### src/rtl/change_payout_if.sv
// Coin-payout bundle between the vending controller / coin hoppers and
// change_payout. master = controller and hopper side, slave = payout engine.
interface change_payout_if #(
  parameter int AMT_W = 9
);
  logic             start;
  logic [AMT_W-1:0] amount;
  logic             coin_ack;
  logic [3:0]       hopper_empty;
  logic [3:0]       eject;
  logic             busy;
  logic             done;
  logic             fault;
  logic [AMT_W-1:0] remaining;
  logic [AMT_W-1:0] quarter_cnt;
  logic [AMT_W-1:0] dime_cnt;
  logic [AMT_W-1:0] nickel_cnt;
  logic [AMT_W-1:0] penny_cnt;

  modport master (
    output start, amount, coin_ack, hopper_empty,
    input  eject, busy, done, fault, remaining,
           quarter_cnt, dime_cnt, nickel_cnt, penny_cnt
  );

  modport slave (
    input  start, amount, coin_ack, hopper_empty,
    output eject, busy, done, fault, remaining,
           quarter_cnt, dime_cnt, nickel_cnt, penny_cnt
  );
endinterface

### src/rtl/change_payout.sv
// Change payout engine: splits a cent amount greedily into quarters, dimes,
// nickels and pennies, drives one hopper at a time and waits for each coin's
// sensor ack. Empty or jammed hoppers make it fall back to smaller coins;
// whatever cannot be paid is left in remaining with fault set.
module change_payout #(
  parameter int AMT_W        = 9,
  parameter int PULSE_CYCLES = 4,
  parameter int ACK_TIMEOUT  = 1000
) (
  input logic            clk,
  input logic            rst,
  change_payout_if.slave bus
);

  localparam int PT_W = (PULSE_CYCLES > 1) ? $clog2(PULSE_CYCLES) : 1;
  localparam int AT_W = (ACK_TIMEOUT > 1) ? $clog2(ACK_TIMEOUT) : 1;
  localparam logic [PT_W-1:0] PULSE_LAST = PT_W'(PULSE_CYCLES - 1);
  localparam logic [AT_W-1:0] ACK_LAST   = AT_W'(ACK_TIMEOUT - 1);

  typedef enum logic [2:0] {
    IDLE,
    SELECT,
    EJECT,
    WAIT_ACK,
    DONE
  } state_t;

  // Hopper index: 3=quarter, 2=dime, 1=nickel, 0=penny.
  function automatic logic [AMT_W-1:0] coin_value(input logic [1:0] d);
    case (d)
      2'd3:    return AMT_W'(25);
      2'd2:    return AMT_W'(10);
      2'd1:    return AMT_W'(5);
      default: return AMT_W'(1);
    endcase
  endfunction

  state_t           state_q, state_d;
  logic [1:0]       sel_q, sel_d;
  logic [PT_W-1:0]  ptmr_q, ptmr_d;
  logic [AT_W-1:0]  atmr_q, atmr_d;
  logic [3:0]       jam_q, jam_d;
  logic [AMT_W-1:0] rem_q, rem_d;
  logic [AMT_W-1:0] cnt_q [4];
  logic [AMT_W-1:0] cnt_d [4];
  logic             fault_q, fault_d;
  logic [3:0]       eject_q, eject_d;
  logic             busy_q, busy_d;
  logic             done_q, done_d;

  logic [3:0]       unavail;
  logic             pick_ok;
  logic [1:0]       pick;
  logic [AMT_W-1:0] sel_val;

  // Next-state, datapath updates and next values of the registered outputs.
  always_comb begin
    state_d = state_q;
    sel_d   = sel_q;
    ptmr_d  = ptmr_q;
    atmr_d  = atmr_q;
    jam_d   = jam_q;
    rem_d   = rem_q;
    cnt_d   = cnt_q;
    fault_d = fault_q;
    eject_d = '0;
    busy_d  = 1'b0;
    done_d  = 1'b0;

    unavail = bus.hopper_empty | jam_q;
    pick_ok = 1'b0;
    pick    = '0;
    // Ascending scan: the highest usable denomination wins.
    for (int unsigned i = 0; i < 4; i++) begin
      if (!unavail[i] && (coin_value(2'(i)) <= rem_q)) begin
        pick_ok = 1'b1;
        pick    = 2'(i);
      end
    end
    sel_val = coin_value(sel_q);

    case (state_q)
      IDLE: begin
        if (bus.start) begin
          rem_d   = bus.amount;
          cnt_d   = '{default: '0};
          fault_d = 1'b0;
          jam_d   = '0;
          state_d = SELECT;
        end
      end
      SELECT: begin
        if (rem_q == '0) begin
          state_d = DONE;
        end else if (pick_ok) begin
          sel_d   = pick;
          ptmr_d  = '0;
          state_d = EJECT;
        end else begin
          fault_d = 1'b1;
          state_d = DONE;
        end
      end
      EJECT: begin
        if (bus.coin_ack) begin
          rem_d        = rem_q - sel_val;
          cnt_d[sel_q] = cnt_q[sel_q] + AMT_W'(1);
          state_d      = SELECT;
        end else if (ptmr_q == PULSE_LAST) begin
          atmr_d  = '0;
          state_d = WAIT_ACK;
        end else begin
          ptmr_d = ptmr_q + PT_W'(1);
        end
      end
      WAIT_ACK: begin
        if (bus.coin_ack) begin
          rem_d        = rem_q - sel_val;
          cnt_d[sel_q] = cnt_q[sel_q] + AMT_W'(1);
          state_d      = SELECT;
        end else if (atmr_q == ACK_LAST) begin
          jam_d[sel_q] = 1'b1;
          state_d      = SELECT;
        end else begin
          atmr_d = atmr_q + AT_W'(1);
        end
      end
      DONE: begin
        state_d = IDLE;
      end
      default: begin
        state_d = IDLE;
      end
    endcase

    // Outputs are decoded from the next state so they register in step with it.
    eject_d = (state_d == EJECT) ? (4'b0001 << sel_d) : '0;
    busy_d  = (state_d == SELECT) || (state_d == EJECT) || (state_d == WAIT_ACK);
    done_d  = (state_d == DONE);
  end

  // State, datapath and output registers with synchronous reset.
  always_ff @(posedge clk) begin
    if (rst) begin
      state_q <= IDLE;
      sel_q   <= '0;
      ptmr_q  <= '0;
      atmr_q  <= '0;
      jam_q   <= '0;
      rem_q   <= '0;
      cnt_q   <= '{default: '0};
      fault_q <= 1'b0;
      eject_q <= '0;
      busy_q  <= 1'b0;
      done_q  <= 1'b0;
    end else begin
      state_q <= state_d;
      sel_q   <= sel_d;
      ptmr_q  <= ptmr_d;
      atmr_q  <= atmr_d;
      jam_q   <= jam_d;
      rem_q   <= rem_d;
      cnt_q   <= cnt_d;
      fault_q <= fault_d;
      eject_q <= eject_d;
      busy_q  <= busy_d;
      done_q  <= done_d;
    end
  end

  assign bus.eject       = eject_q;
  assign bus.busy        = busy_q;
  assign bus.done        = done_q;
  assign bus.fault       = fault_q;
  assign bus.remaining   = rem_q;
  assign bus.quarter_cnt = cnt_q[3];
  assign bus.dime_cnt    = cnt_q[2];
  assign bus.nickel_cnt  = cnt_q[1];
  assign bus.penny_cnt   = cnt_q[0];

endmodule

### src/flat_wrapper.sv
// flat-port wrapper written by rule: the top's interface ports become plain ports
module change_payout_flat 
#(
  parameter int AMT_W        = 9,
  parameter int PULSE_CYCLES = 4,
  parameter int ACK_TIMEOUT  = 1000
)
  (clk, rst, bus_start, bus_amount, bus_coin_ack, bus_hopper_empty, bus_eject, bus_busy, bus_done, bus_fault, bus_remaining, bus_quarter_cnt, bus_dime_cnt, bus_nickel_cnt, bus_penny_cnt);
  change_payout_if #(.AMT_W(AMT_W)) bus_i ();
  input logic clk;
  input logic rst;
  input wire logic [$bits(bus_i.start)-1:0] bus_start;
  input wire logic [$bits(bus_i.amount)-1:0] bus_amount;
  input wire logic [$bits(bus_i.coin_ack)-1:0] bus_coin_ack;
  input wire logic [$bits(bus_i.hopper_empty)-1:0] bus_hopper_empty;
  output wire logic [$bits(bus_i.eject)-1:0] bus_eject;
  output wire logic [$bits(bus_i.busy)-1:0] bus_busy;
  output wire logic [$bits(bus_i.done)-1:0] bus_done;
  output wire logic [$bits(bus_i.fault)-1:0] bus_fault;
  output wire logic [$bits(bus_i.remaining)-1:0] bus_remaining;
  output wire logic [$bits(bus_i.quarter_cnt)-1:0] bus_quarter_cnt;
  output wire logic [$bits(bus_i.dime_cnt)-1:0] bus_dime_cnt;
  output wire logic [$bits(bus_i.nickel_cnt)-1:0] bus_nickel_cnt;
  output wire logic [$bits(bus_i.penny_cnt)-1:0] bus_penny_cnt;
  assign bus_i.start = bus_start;
  assign bus_i.amount = bus_amount;
  assign bus_i.coin_ack = bus_coin_ack;
  assign bus_i.hopper_empty = bus_hopper_empty;
  assign bus_eject = bus_i.eject;
  assign bus_busy = bus_i.busy;
  assign bus_done = bus_i.done;
  assign bus_fault = bus_i.fault;
  assign bus_remaining = bus_i.remaining;
  assign bus_quarter_cnt = bus_i.quarter_cnt;
  assign bus_dime_cnt = bus_i.dime_cnt;
  assign bus_nickel_cnt = bus_i.nickel_cnt;
  assign bus_penny_cnt = bus_i.penny_cnt;
  change_payout #(.AMT_W(AMT_W), .PULSE_CYCLES(PULSE_CYCLES), .ACK_TIMEOUT(ACK_TIMEOUT)) u_core (.clk(clk), .rst(rst), .bus(bus_i));
endmodule
### config.mk
export PLATFORM = sky130hd
export DESIGN_NAME = change_payout_flat
export DESIGN_NICKNAME = d
export VERILOG_FILES = /design/src/rtl/change_payout_if.sv /design/src/rtl/change_payout.sv /design/src/flat_wrapper.sv
export SDC_FILE = /design/constraint.sdc
export NUM_CORES = 1
export LEC_CHECK = 0
export BUFFER_PORTS_ARGS = -buffer_cell sky130_fd_sc_hd__buf_2
export CORE_MARGIN = 5
export CORE_UTILIZATION = 40
export CTS_CLUSTER_DIAMETER = 50
export DETAILED_ROUTE_END_ITERATION = 7
export MAX_ROUTING_LAYER = met4
export PLACE_DENSITY = 0.65
export SKIP_LAST_GASP = 1
export SLEW_MARGIN = 20
export SYNTH_ARGS = -nofsm -noshare
export SYNTH_HDL_FRONTEND = slang
export SYNTH_SLANG_ARGS = --single-unit
### constraint.sdc
create_clock -name clk -period 6.35 [get_ports clk]
set_input_delay 1.5875 -clock clk [delete_from_list [all_inputs] [get_ports clk]]
set_output_delay 1.5875 -clock clk [all_outputs]
set_load 0.03 [all_outputs]
Word-level counts from Yosys, hierarchy flattened
Index checks and enable logic that the tools add are counted.
- flip-flop bits (word level): 73
- input bits: 17
- output and inout bits: 52
- word-level logic and storage cells: 131
- $add $sub $neg: 4
- magnitude comparators: 8
- equal/unequal tests: 23
- shifts and indexed selects: 1
- muxes and demuxes: 51
- bitwise logic cells: 4
- reduce and logical (&&, ||, !) cells: 26
- operators with widths (operator ; number):
    $mux 36 ; 2
    $pmux 36 s2 ; 1
    $mux 9 ; 5
    $mux 10 ; 4
    $bwmux 36 ; 1
    $mux 3 ; 7
    $pmux 10 s2 ; 1
    $bmux 9 s2 ; 1
    $demux 9 s2 ; 1
    $mux 2 ; 9
    $pmux 9 s2 ; 1
    $pmux 5 s3 ; 1
    $ne 2x2->1 const B ; 7
    $eq 3x2->1 const B ; 4
    $mux 4 ; 3
    $pmux 3 s4 ; 1
    $add 10x1->10 const B ; 1
    $eq 10x10->1 const B ; 1
    $reduce_and 5->1 ; 2
    $reduce_bool 2->1 ; 5
    $add 9x1->9 const B ; 1
    $le 1x9->1 const A ; 1
    $le 3x9->1 const A ; 1
    $le 4x9->1 const A ; 1
    29 further kinds ; 55

Longest topological paths before layout
- depth in word-level cells: 13
- gate-level depth with buffers: 12
- depth with buffers taken out: 11

Worst setup path before layout
Ideal clock, no wire load.
- path type: input -> register
- from: input bus_hopper_empty[3]
- to: register u_core.eject_q[0], in the netlist u_core.bus.eject[0]
- setup time: 0.064 ns
- arrival: 3.054 ns
- required time: 6.286 ns
- setup slack: 3.231 ns
- cell stages on the path: 5
- buffers on the path: 0
- cell sequence: or4_1 -> a311o_2 -> o21ai_2 -> mux2_2 -> nor2_1
- word-level cells in the longest chain between the ends: 10
- elaborated cells between the ends (all ways): 15
- classes of those cells: eq/ne: 1; shift: 1; mux: 8; bitwise: 2; reduce/logical: 3
- ends and longest elaborated chain (item ; RTL line ; source):
    start, declared ; flat_wrapper.sv:15 ; input wire logic [$bits(bus_i.hopper_empty)-1:0] bus_hopper_empty;
    $or 4x4->4 * ; change_payout.sv:70 ; unavail = bus.hopper_empty | jam_q;
    $logic_not 1->1 * ; change_payout.sv:75 ; if (!unavail[i] && (coin_value(2'(i)) <= rem_q)) begin
    $logic_and 1x1->1 * ; change_payout.sv:75 ;
    $mux 1 ; change_payout.sv:75 ;
    $mux 3 ; change_payout.sv:95 ; end else if (pick_ok) begin
    $mux 3 ; change_payout.sv:93 ; if (rem_q == '0) begin
    $pmux 3 s4 ; change_payout.sv:82 ; case (state_q)
    $eq 3x2->1 ; change_payout.sv:137 ; eject_d = (state_d == EJECT) ? (4'b0001 << sel_d) : '0;
    $not 1->1 (no line) ; -- ;
    $reduce_or 2->1 (no line) ; -- ;
    end signal, assigned ; change_payout.sv:165 ; eject_q <= eject_d;
    end, declared ; change_payout.sv:47 ; logic [3:0] eject_q, eject_d;
Mark *: on every way between the ends. The rest lies on a longest branch, timed or not.
A chain may end at the register's enable or synchronous reset.

Worst setup path in the final report
- from: register u_core.sel_q[1]
- to: register u_core.rem_q[6], in the netlist u_core.bus.remaining[6]
- word-level cells in the longest chain between the ends: 5
- elaborated cells between the ends (all ways): 7
- classes of those cells: add/sub: 1; eq/ne: 3; mux: 3
- ends and longest elaborated chain (item ; RTL line ; source):
    start, declared ; change_payout.sv:39 ; logic [1:0] sel_q, sel_d;
    start signal, assigned ; change_payout.sv:158 ; sel_q <= sel_d;
    $eq 2x1->1 / $eq 2x2->1 (equally long branches) ; change_payout.sv:30 ; case (d)
    $pmux 5 s3 * ; change_payout.sv:30 ;
    $sub 9x5->9 * ; change_payout.sv:106, change_payout.sv:118 ;
    $mux 9 * ; change_payout.sv:105, change_payout.sv:117 ;
    $pmux 9 s2 * ; change_payout.sv:82 ;
    end signal, assigned ; change_payout.sv:162 ; rem_q <= rem_d;
    end, declared ; change_payout.sv:43 ; logic [AMT_W-1:0] rem_q, rem_d;
Mark *: on every way between the ends. The rest lies on a longest branch, timed or not. The select of a mux whose other input is x is not followed.

==> metrics.md <==
| Metric | Value |
|---|---|
| Achievable clock frequency | `around 0.29 GHz` |
| Final Util | `approximately half` |
| Synth-to-Final Area Change | `18.60%` |
| Sw Ratio | `around a third` |
| Buffers on Ports | `~70` |
| Sequential area share after synthesis | `41.63%` |
| CTS root buffer | `clkbuf_8` |
| Clock latency at the later pin of the worst-skew pair | `0.35 ns` |
| Worst path cell trace | `inv_1, nor2_1, inv_1, ha_1, fa_1, nor2b_1, o21ai_0, a21oi_1, nor3_1, a311o_1, a21oi_1` |
| M3 GR Usage | `between 4 and 5%` |
| Final wirelength | `approximately 9500 microns` |
| Die H | `103.7 microns` |
| Crit path capture type | `flop` |
| Slew Viols, Final | `0` |
| Final period util | `between 50% and 60%` |
| CP Class | `flop to flop` |
| Synth Register Bits | `73` |
| Diode count | `0` |
| Initial DRT Pass Iterations | `4` |
| Initial cell density of the core | `approximately two fifths` |
| Avg WL per Cell | `approximately 16 microns` |
| Worst slew pin tran | `around 0.96 ns` |
| Main synth FF type | `dfxtp_1` |
| Clk sink count | `73` |
| Pin count of the biggest net entering global routing | `41` |
| GRT Total Usage | `between 10% and 20%` |
| Synth Net Count | `between 400 and 500` |
| CP Buf/Inv Count | `2` |
| Clk network pwr share | `34.7%` |
| CTS clk-pin slew, worst paths | `0.08 ns` |
| Clock H-tree levels | `3` |
| DR vias | `~3.3k` |
| Period minus WS final | `3.509 ns` |
| Yosys cell types | `53` |
| Site Rows | `34` |
| Number of antenna violations at the first check in global routing | `0` |
| Post-synthesis average cell area | `8.669 sq um` |
| Clk_skew | `0.004822 ns` |
| Class of the worst hold path | `flop to flop` |
| Internal power | `856.6 uW` |
| IR drop worst, VDD | `~0.16 mV` |
| Max cap viols | `0` |
| Congestion Overflow GR | `0` |
| PD cells | `307.9 nW/um^2` |
| RSZ-0062 raised after global routing | `false` |
| Worst EP required | `roughly 6.6 ns` |
| CTS Buffer Depth | `2` |
| Final nets | `between 400 and 500` |
| Post-synth ARST share | `0%` |
| Grt met2 use | `between 20 and 30%` |
| DR DRC count | `0` |
| Number of synthesized flops with an enable pin | `0` |
| Net Switching | `425.6 uW` |
| Setup violations, final | `0` |
| Slowest CP cell | `dfxtp_1` |
| Die width | `roughly 100 microns` |
| IO Pins | `about 70` |
| Vias in the first global route | `between 3k and 4k` |
| Vias/cell | `around 5.6` |
| Static Leak | `approximately 1.7 nW` |
| Placer congestion estimate | `approximately 0.87` |
| PostCTS Resize Cnt | `0` |
| Crit-path max cell delay | `between 0.9 and 1 ns` |
| Die area | `roughly 11000 sq um` |
| Gate Count Post-Synth | `~400` |
| Synthesis Warnings | `0` |
| Setup TNS | `0 ns` |
| Post-route ant nets | `0` |
| Fin. Hold Viols | `0` |
| Layout cells sized above 1 | `22.06%` |
| First-pass GRT wire length | `between 15000 and 20000 microns` |
| Outcome | `finished, final reports clean` |
| GR Util met1 | `between 20% and 30%` |
| Setup bufs post-CTS | `0` |
| Core ar. | `about 8600 sq um` |
| # hold bufs at CTS | `0` |
| CP arrival | `between 3 and 4 ns` |
| DR iter-0 viols | `about 130` |
| Syn Std Cell Area | `approximately 3500 sq um` |
| Sequential share of power | `between 40 and 50%` |
| Type of origin of the critical path | `flop` |
| Slew margin rel. | `36.11%` |
| Detailed placer's ending HPWL | `between 6000 and 7000 microns` |
| GRT busiest layer | `met2` |
| Critical path peak fanout | `19` |
| Combinational share of power | `roughly a quarter` |
| Top delay family on crit path | `flip-flops` |
| CTS tree | `built` |
| Inserted Clock Buffers | `9` |
[final cells by class]
cell class                      instances  area, sq um
Fill cell                             840         4472
Multi-Input combinational cell        310         1951
Sequential cell                        73         1461
Timing Repair Buffer                   68        340.3
Tap cell                              108        135.1
Clock buffer                           10        127.6
Clock inverter                          6        115.1
Inverter                                9        33.78
[per-stage QoR]
stage	cells	setup slack [ns]	area (sq um)	hold slack (ns)	total power [mW]
6_report	584	2.841	4164	0.4793	1.282
5_1_grt	584	2.539	4164	0.5095	1.347
4_1_cts	584	2.860	4164	0.4799	1.286
3_5_place_dp	568	2.889	3921	0.4611	0.8447
3_3_place_gp	568	2.998	3921	0.4531	0.8397
2_1_floorplan	405	3.231	3511	0.4374	0.7655
[cells by family (layout without fill, tap and decap cells)]
logic type      after synthesis  count (layout)  share of synthesized area [%]
compound gates               89              89                          16.22
xor+xnor                     18              18                          4.490
fa+ha+maj                     9               9                          3.421
buf+inv                      22              93                          2.815
flops                        73              73                          41.63
mux                          14              14                          7.270
simple gates                180             180                          24.16
[cells in the mapped netlist, types with 3 or more instances]
master / n / area [sq um]
dfxtp_1: 73 / 1461
nor2_1: 64 / 240.2
nand2_1: 51 / 191.4
o21ai_0: 37 / 185.2
a21oi_1: 18 / 90.09
nor3_1: 15 / 75.07
nand3_1: 13 / 65.06
xor2_1: 12 / 105.1
inv_1: 9 / 33.78
mux4_2: 9 / 202.7
ha_1: 8 / 100.1
a31oi_1: 7 / 43.79
nor2b_1: 7 / 43.79
xnor2_1: 6 / 52.55
clkbuf_1: 5 / 18.77
nand2b_1: 5 / 31.28
a32oi_1: 4 / 35.03
buf_2: 4 / 20.02
a21o_1: 3 / 22.52
and3_1: 3 / 18.77
and4_1: 3 / 26.28
buf_4: 3 / 22.52
mux2i_1: 3 / 30.03
nand4_1: 3 / 18.77
or4_1: 3 / 22.52
[sequential cells by signal, indices dropped and copies added (netlist names), 2 cells and up]
name and flops:
u_core.atmr_q 10, u_core.bus.dime_cnt 9, u_core.bus.eject 4, u_core.bus.nickel_cnt 9, u_core.bus.penny_cnt 9, u_core.bus.quarter_cnt 9, u_core.bus.remaining 9, u_core.jam_q 4
u_core.ptmr_q 2, u_core.sel_q 2, u_core.state_q 3
[power by group through the flow]
stage	clock, mW	sequential [mW]	combinational, mW
2_1_floorplan	0	0.539	0.226
3_3_place_gp	0	0.532	0.307
3_5_place_dp	0	0.533	0.312
4_1_cts	0.450	0.523	0.314
5_1_grt	0.470	0.528	0.349
6_report	0.445	0.522	0.315
[per-layer routing]
layer,part of all wire [%],vias to the layer above
li1,-,1584
met1,43,1546
met2,49,113
met3,6.8,13
met4,1.3,0
met5,0,-
[layout by cell type (no fill, tap or decap), types with 4 or more instances in the layout]
| cell | instances |
|---|---|
| a21oi_1 | 18 |
| a31oi_1 | 7 |
| a32oi_1 | 4 |
| buf_2 | 68 |
| clkbuf_8 | 9 |
| dfxtp_1 | 73 |
| ha_1 | 8 |
| inv_1 | 9 |
| mux4_2 | 9 |
| nand2_1 | 51 |
| nand2b_1 | 5 |
| nand3_1 | 13 |
| nor2_1 | 64 |
| nor2b_1 | 7 |
| nor3_1 | 15 |
| o21ai_0 | 37 |
| xnor2_1 | 6 |
| xor2_1 | 12 |
[tightest hold or removal path, delay by kind of cell, from the launching register on]
kind / cells / cell delay, ns
DFF: 1 / 0.34
and+or+nand+nor: 1 / 0.07
AOI/OAI and AO/OA: 1 / 0.04
[worst paths after layout]
path | startpoint | end | slack [ns] | depth (start not counted)
worst max-delay path | u_core.sel_q[1] | u_core.bus.remaining[6] | 2.84 | 11
worst min-delay path | u_core.jam_q[2] | u_core.jam_q[2] | 0.48 | 2
worst max register to register | u_core.sel_q[1] | u_core.bus.remaining[6] | 2.84 | 11
worst min register to register | u_core.jam_q[2] | u_core.jam_q[2] | 0.48 | 2
(Power assumes the default switching activity.)
